<file path="src/rtl/uart_rx_cfg_arbiter_if.sv">
// rtl/uart_rx_cfg_arbiter_if.sv - requester and receiver-config streams of the config arbiter
interface uart_rx_cfg_arbiter_if #(
    parameter int unsigned NUM_REQ = 2
) ();
    logic [27*NUM_REQ-1:0] s_req_tdata;
    logic [NUM_REQ-1:0]    s_req_tvalid;
    logic [NUM_REQ-1:0]    s_req_tready;
    logic [26:0]           m_axis_config_tdata;
    logic                  m_axis_config_tvalid;
    logic                  m_axis_config_tready;

    modport slave (
        input  s_req_tdata,
        input  s_req_tvalid,
        output s_req_tready,
        output m_axis_config_tdata,
        output m_axis_config_tvalid,
        input  m_axis_config_tready
    );

    modport master (
        output s_req_tdata,
        output s_req_tvalid,
        input  s_req_tready,
        input  m_axis_config_tdata,
        input  m_axis_config_tvalid,
        output m_axis_config_tready
    );
endinterface

</file>
<file path="src/rtl/uart_rx_cfg_arbiter.sv">
// rtl/uart_rx_cfg_arbiter.sv - round-robin arbiter feeding one config word at a time to the UART receiver
module uart_rx_cfg_arbiter #(
    parameter int unsigned NUM_REQ        = 2,
    parameter int unsigned TIMEOUT_CYCLES = 65535,
    parameter logic [26:0] DEFAULT_CONFIG = 27'h140000C
) (
    input  logic                        aclk,
    input  logic                        aresetn,
    uart_rx_cfg_arbiter_if.slave        bus,
    output logic [26:0]                 active_config,
    output logic [1:0]                  active_src,
    output logic [15:0]                 cfg_count,
    output logic                        busy,
    output logic                        timeout_err,
    input  logic                        clear_err
);

    typedef enum logic [1:0] {
        ST_IDLE  = 2'd0,
        ST_GRANT = 2'd1,
        ST_ISSUE = 2'd2
    } state_t;

    localparam logic [15:0] TMAX    = 16'(TIMEOUT_CYCLES);
    localparam logic [15:0] TMAX_M1 = 16'(TIMEOUT_CYCLES - 1);
    localparam logic [1:0]  LAST    = 2'(NUM_REQ - 1);

    state_t      state_q, state_d;
    logic [1:0]  grant_q, grant_d;
    logic [1:0]  rr_ptr_q, rr_ptr_d;
    logic [26:0] hold_q, hold_d;
    logic [26:0] act_cfg_q, act_cfg_d;
    logic [1:0]  act_src_q, act_src_d;
    logic [15:0] count_q, count_d;
    logic [15:0] tcnt_q, tcnt_d;
    logic        err_q, err_d;

    logic        win_found;
    logic [1:0]  win_idx;
    logic [2:0]  cand;
    logic        valid_g;
    logic [26:0] data_g;
    logic        set_err;

    // Round-robin search: first valid requester at or above rr_ptr, wrapping at NUM_REQ.
    always_comb begin
        win_found = 1'b0;
        win_idx   = 2'd0;
        cand      = 3'd0;
        for (int k = 0; k < NUM_REQ; k++) begin
            cand = {1'b0, rr_ptr_q} + 3'(k);
            if (cand >= 3'(NUM_REQ)) begin
                cand = cand - 3'(NUM_REQ);
            end
            for (int j = 0; j < NUM_REQ; j++) begin
                if (!win_found && cand == 3'(j) && bus.s_req_tvalid[j]) begin
                    win_found = 1'b1;
                    win_idx   = 2'(j);
                end
            end
        end
    end

    always_comb begin
        valid_g = 1'b0;
        data_g  = 27'd0;
        for (int j = 0; j < NUM_REQ; j++) begin
            if (grant_q == 2'(j)) begin
                valid_g = bus.s_req_tvalid[j];
                data_g  = bus.s_req_tdata[j*27 +: 27];
            end
        end
    end

    always_comb begin
        state_d   = state_q;
        grant_d   = grant_q;
        rr_ptr_d  = rr_ptr_q;
        hold_d    = hold_q;
        act_cfg_d = act_cfg_q;
        act_src_d = act_src_q;
        count_d   = count_q;
        tcnt_d    = tcnt_q;
        set_err   = 1'b0;
        case (state_q)
            ST_IDLE: begin
                if (win_found) begin
                    grant_d = win_idx;
                    state_d = ST_GRANT;
                end
            end
            ST_GRANT: begin
                if (valid_g) begin
                    hold_d  = data_g;
                    tcnt_d  = 16'd0;
                    state_d = ST_ISSUE;
                end else begin
                    state_d = ST_IDLE;
                end
            end
            ST_ISSUE: begin
                if (bus.m_axis_config_tready) begin
                    act_cfg_d = hold_q;
                    act_src_d = grant_q;
                    count_d   = count_q + 16'd1;
                    rr_ptr_d  = (grant_q == LAST) ? 2'd0 : grant_q + 2'd1;
                    state_d   = ST_IDLE;
                end else begin
                    // Stall counter saturates; the word stays held regardless.
                    if (tcnt_q != TMAX) begin
                        tcnt_d = tcnt_q + 16'd1;
                    end
                    if (tcnt_q >= TMAX_M1) begin
                        set_err = 1'b1;
                    end
                end
            end
            default: state_d = ST_IDLE;
        endcase
        err_d = set_err ? 1'b1 : (clear_err ? 1'b0 : err_q);
    end

    always_ff @(posedge aclk or negedge aresetn) begin
        if (!aresetn) begin
            state_q   <= ST_IDLE;
            grant_q   <= 2'd0;
            rr_ptr_q  <= 2'd0;
            hold_q    <= 27'd0;
            act_cfg_q <= DEFAULT_CONFIG;
            act_src_q <= 2'd0;
            count_q   <= 16'd0;
            tcnt_q    <= 16'd0;
            err_q     <= 1'b0;
        end else begin
            state_q   <= state_d;
            grant_q   <= grant_d;
            rr_ptr_q  <= rr_ptr_d;
            hold_q    <= hold_d;
            act_cfg_q <= act_cfg_d;
            act_src_q <= act_src_d;
            count_q   <= count_d;
            tcnt_q    <= tcnt_d;
            err_q     <= err_d;
        end
    end

    always_comb begin
        bus.s_req_tready = '0;
        for (int j = 0; j < NUM_REQ; j++) begin
            bus.s_req_tready[j] = (state_q == ST_GRANT) && (grant_q == 2'(j));
        end
    end

    assign bus.m_axis_config_tdata  = hold_q;
    assign bus.m_axis_config_tvalid = (state_q == ST_ISSUE);
    assign active_config            = act_cfg_q;
    assign active_src               = act_src_q;
    assign cfg_count                = count_q;
    assign busy                     = (state_q != ST_IDLE);
    assign timeout_err              = err_q;

endmodule

</file>
<file path="src/flat_wrapper.sv">
// flat-port wrapper written by rule: the top's interface ports become plain ports
module uart_rx_cfg_arbiter_flat 
#(
    parameter int unsigned NUM_REQ        = 2,
    parameter int unsigned TIMEOUT_CYCLES = 65535,
    parameter logic [26:0] DEFAULT_CONFIG = 27'h140000C
)
  (aclk, aresetn, active_config, active_src, cfg_count, busy, timeout_err, clear_err, bus_s_req_tdata, bus_s_req_tvalid, bus_s_req_tready, bus_m_axis_config_tdata, bus_m_axis_config_tvalid, bus_m_axis_config_tready);
  uart_rx_cfg_arbiter_if #(.NUM_REQ(NUM_REQ)) bus_i ();
  input  logic aclk;
  input  logic aresetn;
  output logic [26:0] active_config;
  output logic [1:0] active_src;
  output logic [15:0] cfg_count;
  output logic busy;
  output logic timeout_err;
  input  logic clear_err;
  input wire logic [$bits(bus_i.s_req_tdata)-1:0] bus_s_req_tdata;
  input wire logic [$bits(bus_i.s_req_tvalid)-1:0] bus_s_req_tvalid;
  output wire logic [$bits(bus_i.s_req_tready)-1:0] bus_s_req_tready;
  output wire logic [$bits(bus_i.m_axis_config_tdata)-1:0] bus_m_axis_config_tdata;
  output wire logic [$bits(bus_i.m_axis_config_tvalid)-1:0] bus_m_axis_config_tvalid;
  input wire logic [$bits(bus_i.m_axis_config_tready)-1:0] bus_m_axis_config_tready;
  assign bus_i.s_req_tdata = bus_s_req_tdata;
  assign bus_i.s_req_tvalid = bus_s_req_tvalid;
  assign bus_s_req_tready = bus_i.s_req_tready;
  assign bus_m_axis_config_tdata = bus_i.m_axis_config_tdata;
  assign bus_m_axis_config_tvalid = bus_i.m_axis_config_tvalid;
  assign bus_i.m_axis_config_tready = bus_m_axis_config_tready;
  uart_rx_cfg_arbiter #(.NUM_REQ(NUM_REQ), .TIMEOUT_CYCLES(TIMEOUT_CYCLES), .DEFAULT_CONFIG(DEFAULT_CONFIG)) u_core (.aclk(aclk), .aresetn(aresetn), .bus(bus_i), .active_config(active_config), .active_src(active_src), .cfg_count(cfg_count), .busy(busy), .timeout_err(timeout_err), .clear_err(clear_err));
endmodule
</file>
<file path="config.mk">
export PLATFORM = sky130hd
export DESIGN_NAME = uart_rx_cfg_arbiter_flat
export DESIGN_NICKNAME = d
export VERILOG_FILES = /design/src/rtl/uart_rx_cfg_arbiter_if.sv /design/src/rtl/uart_rx_cfg_arbiter.sv /design/src/flat_wrapper.sv
export SDC_FILE = /design/constraint.sdc
export NUM_CORES = 1
export LEC_CHECK = 0
export BUFFER_PORTS_ARGS = -buffer_cell sky130_fd_sc_hd__buf_2
export CORE_MARGIN = 2
export CORE_UTILIZATION = 37
export CTS_BUF_LIST = sky130_fd_sc_hd__clkbuf_8 sky130_fd_sc_hd__clkbuf_16
export DETAILED_ROUTE_END_ITERATION = 10
export HOLD_SLACK_MARGIN = 0.02
export REMOVE_ABC_BUFFERS = 1
export SETUP_SLACK_MARGIN = 0.02
export SLEW_MARGIN = 25
export SYNTH_ARGS = -nofsm -noshare
export SYNTH_HDL_FRONTEND = slang
export SYNTH_SLANG_ARGS = --single-unit
</file>
<file path="constraint.sdc">
create_clock -name aclk -period 3.5 [get_ports aclk]
set_input_delay 0.175 -clock aclk [delete_from_list [all_inputs] [get_ports aclk]]
set_output_delay 0.175 -clock aclk [all_outputs]
set_load 0.02 [all_outputs]
</file>
==> results of run 1 <==
[power by group through the flow]
stage / logic (mW) / registers, mW / clock network [mW]
floorplan: 0.633 / 2.06 / 0
global placement: 1.60 / 1.69 / 0
detailed placement: 1.62 / 1.70 / 0
CTS: 1.62 / 1.69 / 1.01
global route: 1.77 / 1.74 / 1.06
finish: 1.60 / 1.68 / 0.984
[placed cells by master, fill, tap and decap left out, types with 6 or more instances in the layout]
master                      Yosys  final
sky130_fd_sc_hd__mux2i_1       32     32
sky130_fd_sc_hd__o21ai_0       30     30
sky130_fd_sc_hd__inv_1          8      9
sky130_fd_sc_hd__clkbuf_16      0      9
sky130_fd_sc_hd__o31ai_1        6      6
sky130_fd_sc_hd__nand3_1        7      7
sky130_fd_sc_hd__nor2_1         7      6
sky130_fd_sc_hd__xnor2_1       11     11
sky130_fd_sc_hd__a21oi_1       10     10
sky130_fd_sc_hd__or4_1          6      6
sky130_fd_sc_hd__or3_1          7      7
sky130_fd_sc_hd__dfrtp_1       88     87
sky130_fd_sc_hd__nand2_1      132    131
sky130_fd_sc_hd__buf_2          2    134
[path summary, 6_finish.rpt]
kind / slack (ns) / end / from / cells after the start
worst min register to register: 0.46 / u_core.active_config[2] / u_core.active_config[2] / 2
max in group asynchronous: 2.29 / u_core.active_config[24] / aresetn / 3
worst min-delay path: 0.13 / u_core.bus.m_axis_config_tdata[24] / bus_s_req_tdata[24] / 3
worst max register to register: 1.37 / u_core.tcnt_q[14] / u_core.grant_q[0] / 4
min in group asynchronous: 0.43 / u_core.active_config[10] / aresetn / 2
worst max-delay path: 1.37 / u_core.tcnt_q[14] / u_core.grant_q[0] / 4
[kinds of logic after synthesis]
family	Yosys count	synth area share
and+or+nand+nor	199	0.222
muxes	35	0.0852
buffers and inverters	28	0.0262
AOI/OAI and AO/OA	58	0.0823
adders and majority gates	3	0.00885
xor gates and xnor gates	15	0.0310
DFF	92	0.544
other	1	0.000884
[worst max-delay path, delay by kind of cell (launching register included)]
kind | cells | cell delay [ns]
simple gates | 1 | 0.69
flops | 1 | 0.53
mux | 1 | 0.40
compound gates | 2 | 0.40
[layer usage]
| metal | part of all wire | routed length [µm] | up-vias |
|---|---|---|---|
| met5 | 0 | 0 | - |
| met4 | 0.018 | 182 | 0 |
| met3 | 0.064 | 663 | 9 |
| met2 | 0.47 | 4900 | 119 |
| met1 | 0.44 | 4580 | 1642 |
| li1 | - | - | 1743 |
[final cells by class]
class                      instances  area, µm²
timing repair buffer             141        732
multi-input combinational        311       1830
fill                            1095       5940
clock buffer                      10        239
tap                              143        179
inverter                           8       30.0
clock inverter                     6       63.8
sequential                        92       2310
[state kept, by name (all words and copies together), names as in the netlist]
signal                          cells
u_core.bus.m_axis_config_tdata     27
u_core.grant_q                      1
u_core.rr_ptr_q                     1
u_core.cfg_count                   16
u_core.active_config               27
u_core.timeout_err                  1
u_core.active_src                   1
u_core.state_q                      2
u_core.tcnt_q                      16
[repair_timing]
item	4_1_cts	5_1_grt
hold endpoints to repair	1	79
gates resized for setup	0	0
hold buffers	1	1
==> impl_metrics.ini, run 1 <==
[synthesis]
synth_top_area_share = 0.519
synth_top_cells_by_area = sky130_fd_sc_hd__dfrtp_1, sky130_fd_sc_hd__nand2_1, sky130_fd_sc_hd__mux2i_1, sky130_fd_sc_hd__o21ai_0, sky130_fd_sc_hd__dfstp_2
synth_top_cell_by_area = sky130_fd_sc_hd__dfrtp_1
synth_async_sr_flop_share = 1.00
synth_enable_flop_cells = 0
postSynthAreaPerCell_um2 = 9.84
fraction_of_the_yosys_area_taken_by_sequential_cells = 0.544
synth-main-ff-cell = sky130_fd_sc_hd__dfrtp_1
synthTopCellsByCount = sky130_fd_sc_hd__nand2_1, sky130_fd_sc_hd__dfrtp_1, sky130_fd_sc_hd__mux2i_1
syn_area_um2 = 4240
synth-seq-cells = 92
postSynthCellCount = 431
ys.warnings.count = 0
ys_types = 49
synth.most_common_cell = sky130_fd_sc_hd__nand2_1

[route]
drt.antenna.violating_nets = 0
drtPass1Iterations = 5
via_count = 3513
remaining_design_rule_violation_count = 0
post_drt_wl_per_cell_um = 14.5
vias_per_cell = 4.94
routed_wl_mm = 10.3
drt_iter0_markers = 206

[global_route]
grtUsageTotal = 0.174
use_met3 = 0.0536
grt_pass1_vias = 3480
grt_busiest_layer = met2
groute.layer.met2.usage = 0.280
overflow_left_after_global_routing = 0
groute.layer.met1.usage = 0.223
antenna_found_initial = 0
maximum_number_of_pins_on_one_net_before_global_route_repair = 83
grt_pass1_wl_mm = 17.3

[sta]
final.setup.worst_slack_ns = 1.37
hold-worst-slack_ns = 0.126
timing.setup.tns_ns = 0
max_freq_ghz = 0.470
timing.final.hold_violations = 0
min_period_over_period = 0.608
setup_viol_count_final = 0
finClkSkew_ns = 0.00748
rsz0062_at_grt = false
max_slew_headroom = 0.367
worst_pin_slew_ns = 0.947
final_max_slew_viol_count = 0
period_minus_slack_ns = 2.13

[power_and_ir_drop]
power_switching_mw = 1.72
irDropWorstVdd_v = 0.000429
cell_internal_pwr_mw = 2.55
pwr-share-comb = 0.374
switching_share = 0.403
leakage_power_total_nw = 2.79
totalPowerFinal_mw = 4.26
clock_power_share = 0.231
power.density_cell_area_nw_per_um2 = 792
power.sequential.fraction = 0.395

[job]
drv_cap = 0

[critical_path]
cp_slowest_stage_delay_ns = 0.69
cp.arrival_ns = 2.36
timing.setup.critical_path_class = flip-flop to flip-flop
critPathSlowestCell = sky130_fd_sc_hd__nand2_2
timing.critical_path.cells = mux2_1, nand2_2, o311ai_0, o41ai_1
end_kind = flip-flop
worst-path-max-fanout = 61
crit_required_ns = 3.73
worst_setup_start_kind = flip-flop

[place]
pre_cts_slack_ns = 1.31
final_replace_weighted_congestion = 0.862
detailed_place.area_um2 = 5050
dp_cells = 693
io_buffers = 135
post-dp-hpwl_mm = 7.18

[cells_and_area]
layout-drive-gt1-share = 0.299
utilization = 0.475
final_cell_area_um2 = 5380
antennaDiodeCount = 0
area.growth.synth_to_final_pct = 26.8
final_cell_count_no_fill = 711
finalNetCount = 626

[floorplan]
row_count = 39
die_width_um = 111
core-area_um2 = 11300
initial_utilization = 0.375
design.die.area_um2 = 12300
io-pin-count = 137
die_height_um = 111

[run_status]
run_status = finished, final reports clean

[clock_network]
clockBufferDepth = 2
post_cts_setup_buffer_count = 0
tritoncts_num_sinks = 92
worst_skew_pair.late_latency_ns = 0.34
cts.clk_slew.worst_paths_ns = 0.07
numCtsBuffers = 9
tritoncts = yes
htree_levels = 3
root_buffer_master = sky130_fd_sc_hd__clkbuf_16

[min_path]
worst_min_delay_path_class = primary input to flip-flop
Note: power is estimated with default switching activity, not from simulation.
==> run 2: changes to the inputs <==
Settings changed: ABC_AREA set to 1.
Clock period 3.5 ns to 1.98 ns, I/O delays scaled along.
==> run 2 against run 1 <==
- worst hold slack worse by 0.091 ns
- maximum frequency up 17%
- non-clock buffer count up 42
- wire length up 19%
- worst setup slack worse by 1.2 ns
- die area up 4.7%
- final area up 13%
- combinational power up 130%
- sequential share of layout area down 4.8 points
==> impl_metrics.ini, run 2 <==
[place]
post-dp-hpwl_mm = 8.33
final_replace_weighted_congestion = 0.882
io_buffers = 135
dp_cells = 834
detailed_place.area_um2 = 5300

[run_status]
run_status = finished, final reports clean

[cells_and_area]
layout.cells.most_common_list = sky130_fd_sc_hd__nand2_1, sky130_fd_sc_hd__buf_2, sky130_fd_sc_hd__dfrtp_1
final_common_cell = sky130_fd_sc_hd__nand2_1
layout-drive-gt1-share = 0.247
area.growth.synth_to_final_pct = 36.2
final_cell_area_um2 = 6060
finalNetCount = 798
antennaDiodeCount = 0
utilization = 0.511
multi_input_comb_area_um2 = 1870
number_of_filler_cells_placed_in_the_layout = 1145
final_cell_count_no_fill = 887
seqCellArea_um2 = 2310

[global_route]
grtUsageTotal = 0.190
maximum_number_of_pins_on_one_net_before_global_route_repair = 55
overflow_left_after_global_routing = 0
antenna_found_initial = 0
grt_pass1_wl_mm = 19.5
grt_pass1_vias = 4134

[floorplan]
die_height_um = 114
design.die.area_um2 = 12900
row_count = 40
die_width_um = 114
initial_utilization = 0.375
core-area_um2 = 11900
io-pin-count = 137

[sta]
timing.setup.tns_ns = 0
period_minus_slack_ns = 1.82
rsz0062_at_grt = false
timing.final.hold_violations = 0
finClkSkew_ns = 0.00525
max_freq_ghz = 0.550
min_period_over_period = 0.919
final_max_slew_viol_count = 0
setup_viol_count_final = 0

[synthesis]
ys.warnings.count = 0
synth-main-ff-cell = sky130_fd_sc_hd__dfrtp_1
synth_top_family_by_area = simple AND/OR/NAND/NOR gates
synth_top_cells_by_area = sky130_fd_sc_hd__dfrtp_1, sky130_fd_sc_hd__nand2_1, sky130_fd_sc_hd__nor2_1, sky130_fd_sc_hd__a31oi_1, sky130_fd_sc_hd__inv_1
synthAdderAreaFrac = 0.00844
synth_enable_flop_cells = 0
synth_top_area_share = 0.495
syn_area_um2 = 4450
fraction_of_the_yosys_area_taken_by_sequential_cells = 0.519
synth.most_common_cell = sky130_fd_sc_hd__nand2_1
synth_async_sr_flop_share = 1.00
synth_top_cell_by_area = sky130_fd_sc_hd__dfrtp_1
ys_types = 35
synth-seq-cells = 92
synthTopCellsByCount = sky130_fd_sc_hd__nand2_1, sky130_fd_sc_hd__dfrtp_1, sky130_fd_sc_hd__nor2_1
synth-simple-area-share = 0.309
postSynthAreaPerCell_um2 = 7.90
postSynthCellCount = 563
post_synth_xor_area_fraction = 0.0335
multiplexer_fraction_of_the_synthesized_cell_area = 0
synth_compound_gate_area_share = 0.0678

[critical_path]
worst_setup_start_kind = flip-flop
reg2reg_slack_ns = 0.16
crit_required_ns = 2.26
timing.setup.critical_path_class = flip-flop to flip-flop
end_kind = flip-flop
cp.arrival_ns = 2.10
worst-path-max-fanout = 14

[clock_network]
tritoncts_num_sinks = 92
tritoncts = yes
cts.clk_slew.worst_paths_ns = 0.07
worst_skew_pair.late_latency_ns = 0.34
clockBufferDepth = 2
post_cts_setup_buffer_count = 0
htree_levels = 3
numCtsBuffers = 9
root_buffer_master = sky130_fd_sc_hd__clkbuf_16

[route]
drt_iter0_markers = 268
maxUsedRoutingLayer = met4
drt.antenna.violating_nets = 0
remaining_design_rule_violation_count = 0
wirelength_met1_mm = 5.49
via_count = 4271
wl_met2_mm = 5.84
vias_per_cell = 4.82
detailroute.wirelength.met3_um = 535
drtPass1Iterations = 4
post_drt_wl_per_cell_um = 13.8
routed_wl_mm = 12.2

[power_and_ir_drop]
leakage_power_total_nw = 3.09
irDropWorstVdd_v = 0.000537
power.density_cell_area_nw_per_um2 = 1420

[min_path]
worst_min_delay_path_class = primary input to flip-flop

[job]
drv_cap = 0
## run 2: cell types whose count changed in the layout (fill, tap and decap cells not counted), moves of 9 or more
cell	change
sky130_fd_sc_hd__nand2_1	+94
sky130_fd_sc_hd__nor2_1	+59
sky130_fd_sc_hd__dlygate4sd3_1	+33
sky130_fd_sc_hd__mux2i_1	-32
sky130_fd_sc_hd__inv_1	+29
sky130_fd_sc_hd__a31oi_1	+26
sky130_fd_sc_hd__o21ai_0	-24
sky130_fd_sc_hd__nand3_1	+17
sky130_fd_sc_hd__o21ai_1	+10
sky130_fd_sc_hd__xor2_1	+10
sky130_fd_sc_hd__a21oi_1	-9
## run 2: worst paths after layout
path	from	end	depth (start not counted)
max	u_core.grant_q[0]	u_core.bus.m_axis_config_tdata[0]	7
min	bus_s_req_tdata[39]	u_core.bus.m_axis_config_tdata[12]	3
max reg2reg	u_core.grant_q[0]	u_core.bus.m_axis_config_tdata[0]	7
min reg2reg	u_core.active_config[24]	u_core.active_config[24]	2
max in group asynchronous	aresetn	u_core.active_config[2]	3
min in group asynchronous	aresetn	u_core.bus.m_axis_config_tdata[18]	2
## run 2: worst max-delay path, stage by stage, from the launching register on
cell and delay [ns]:
sky130_fd_sc_hd__dfrtp_1 0.41, sky130_fd_sc_hd__o21ai_1 0.17, sky130_fd_sc_hd__nand2_1 0.14, sky130_fd_sc_hd__inv_4 0.13, sky130_fd_sc_hd__buf_12 0.15, sky130_fd_sc_hd__nor2_1 0.04
sky130_fd_sc_hd__a31oi_1 0.14, sky130_fd_sc_hd__dlygate4sd3_1 0.57
## run 2: power by group
group	internal, mW	leakage, nW	switching (mW)
sequential	2.56	1.14	0.461
combinational	1.34	1.79	2.32
clock	1.18	0.158	0.726
total	5.08	3.09	3.51
## run 2: repair_timing
action                                  in CTS  in global routing
gates resized for setup                      0                  6
endpoints found under the setup margin       0                  8
endpoints found under the hold margin       47                  1
hold buffers                                34                  1
## run 2: metrics by stage
step	total power [mW]	worst slack, ns	hold slack, ns
after floorplan	5.02	-0.408	-0.197
after detailed placement	6.39	0.233	0.0551
after global placement	6.33	0.311	0.0537
after CTS	8.51	0.0464	0.0201
after global routing	9.15	0.0221	0.0231
final	8.59	0.161	0.0344
## run 2: cells by family after synthesis
group	count (synthesis)
other cells	1
xor+xnor	17
flops	92
buf+inv	65
simple gates	336
compound gates	49
fa+ha+maj	3
## run 2: routing by layer
layer  up-vias  global-route usage
met4         0              0.0862
met1      1990               0.242
met3        36              0.0377
met2       125               0.315
li1       2120                   -
met5         -                   0
## run 2: layout make-up
type / count / share of cell area
flip-flops and latches: 92 / 0.381
multi-input cells: 406 / 0.308
repair buffers: 183 / 0.198
clock buffers: 11 / 0.0417
well taps: 147 / 0.0304
inverters: 43 / 0.0271
clock inverters: 5 / 0.0138
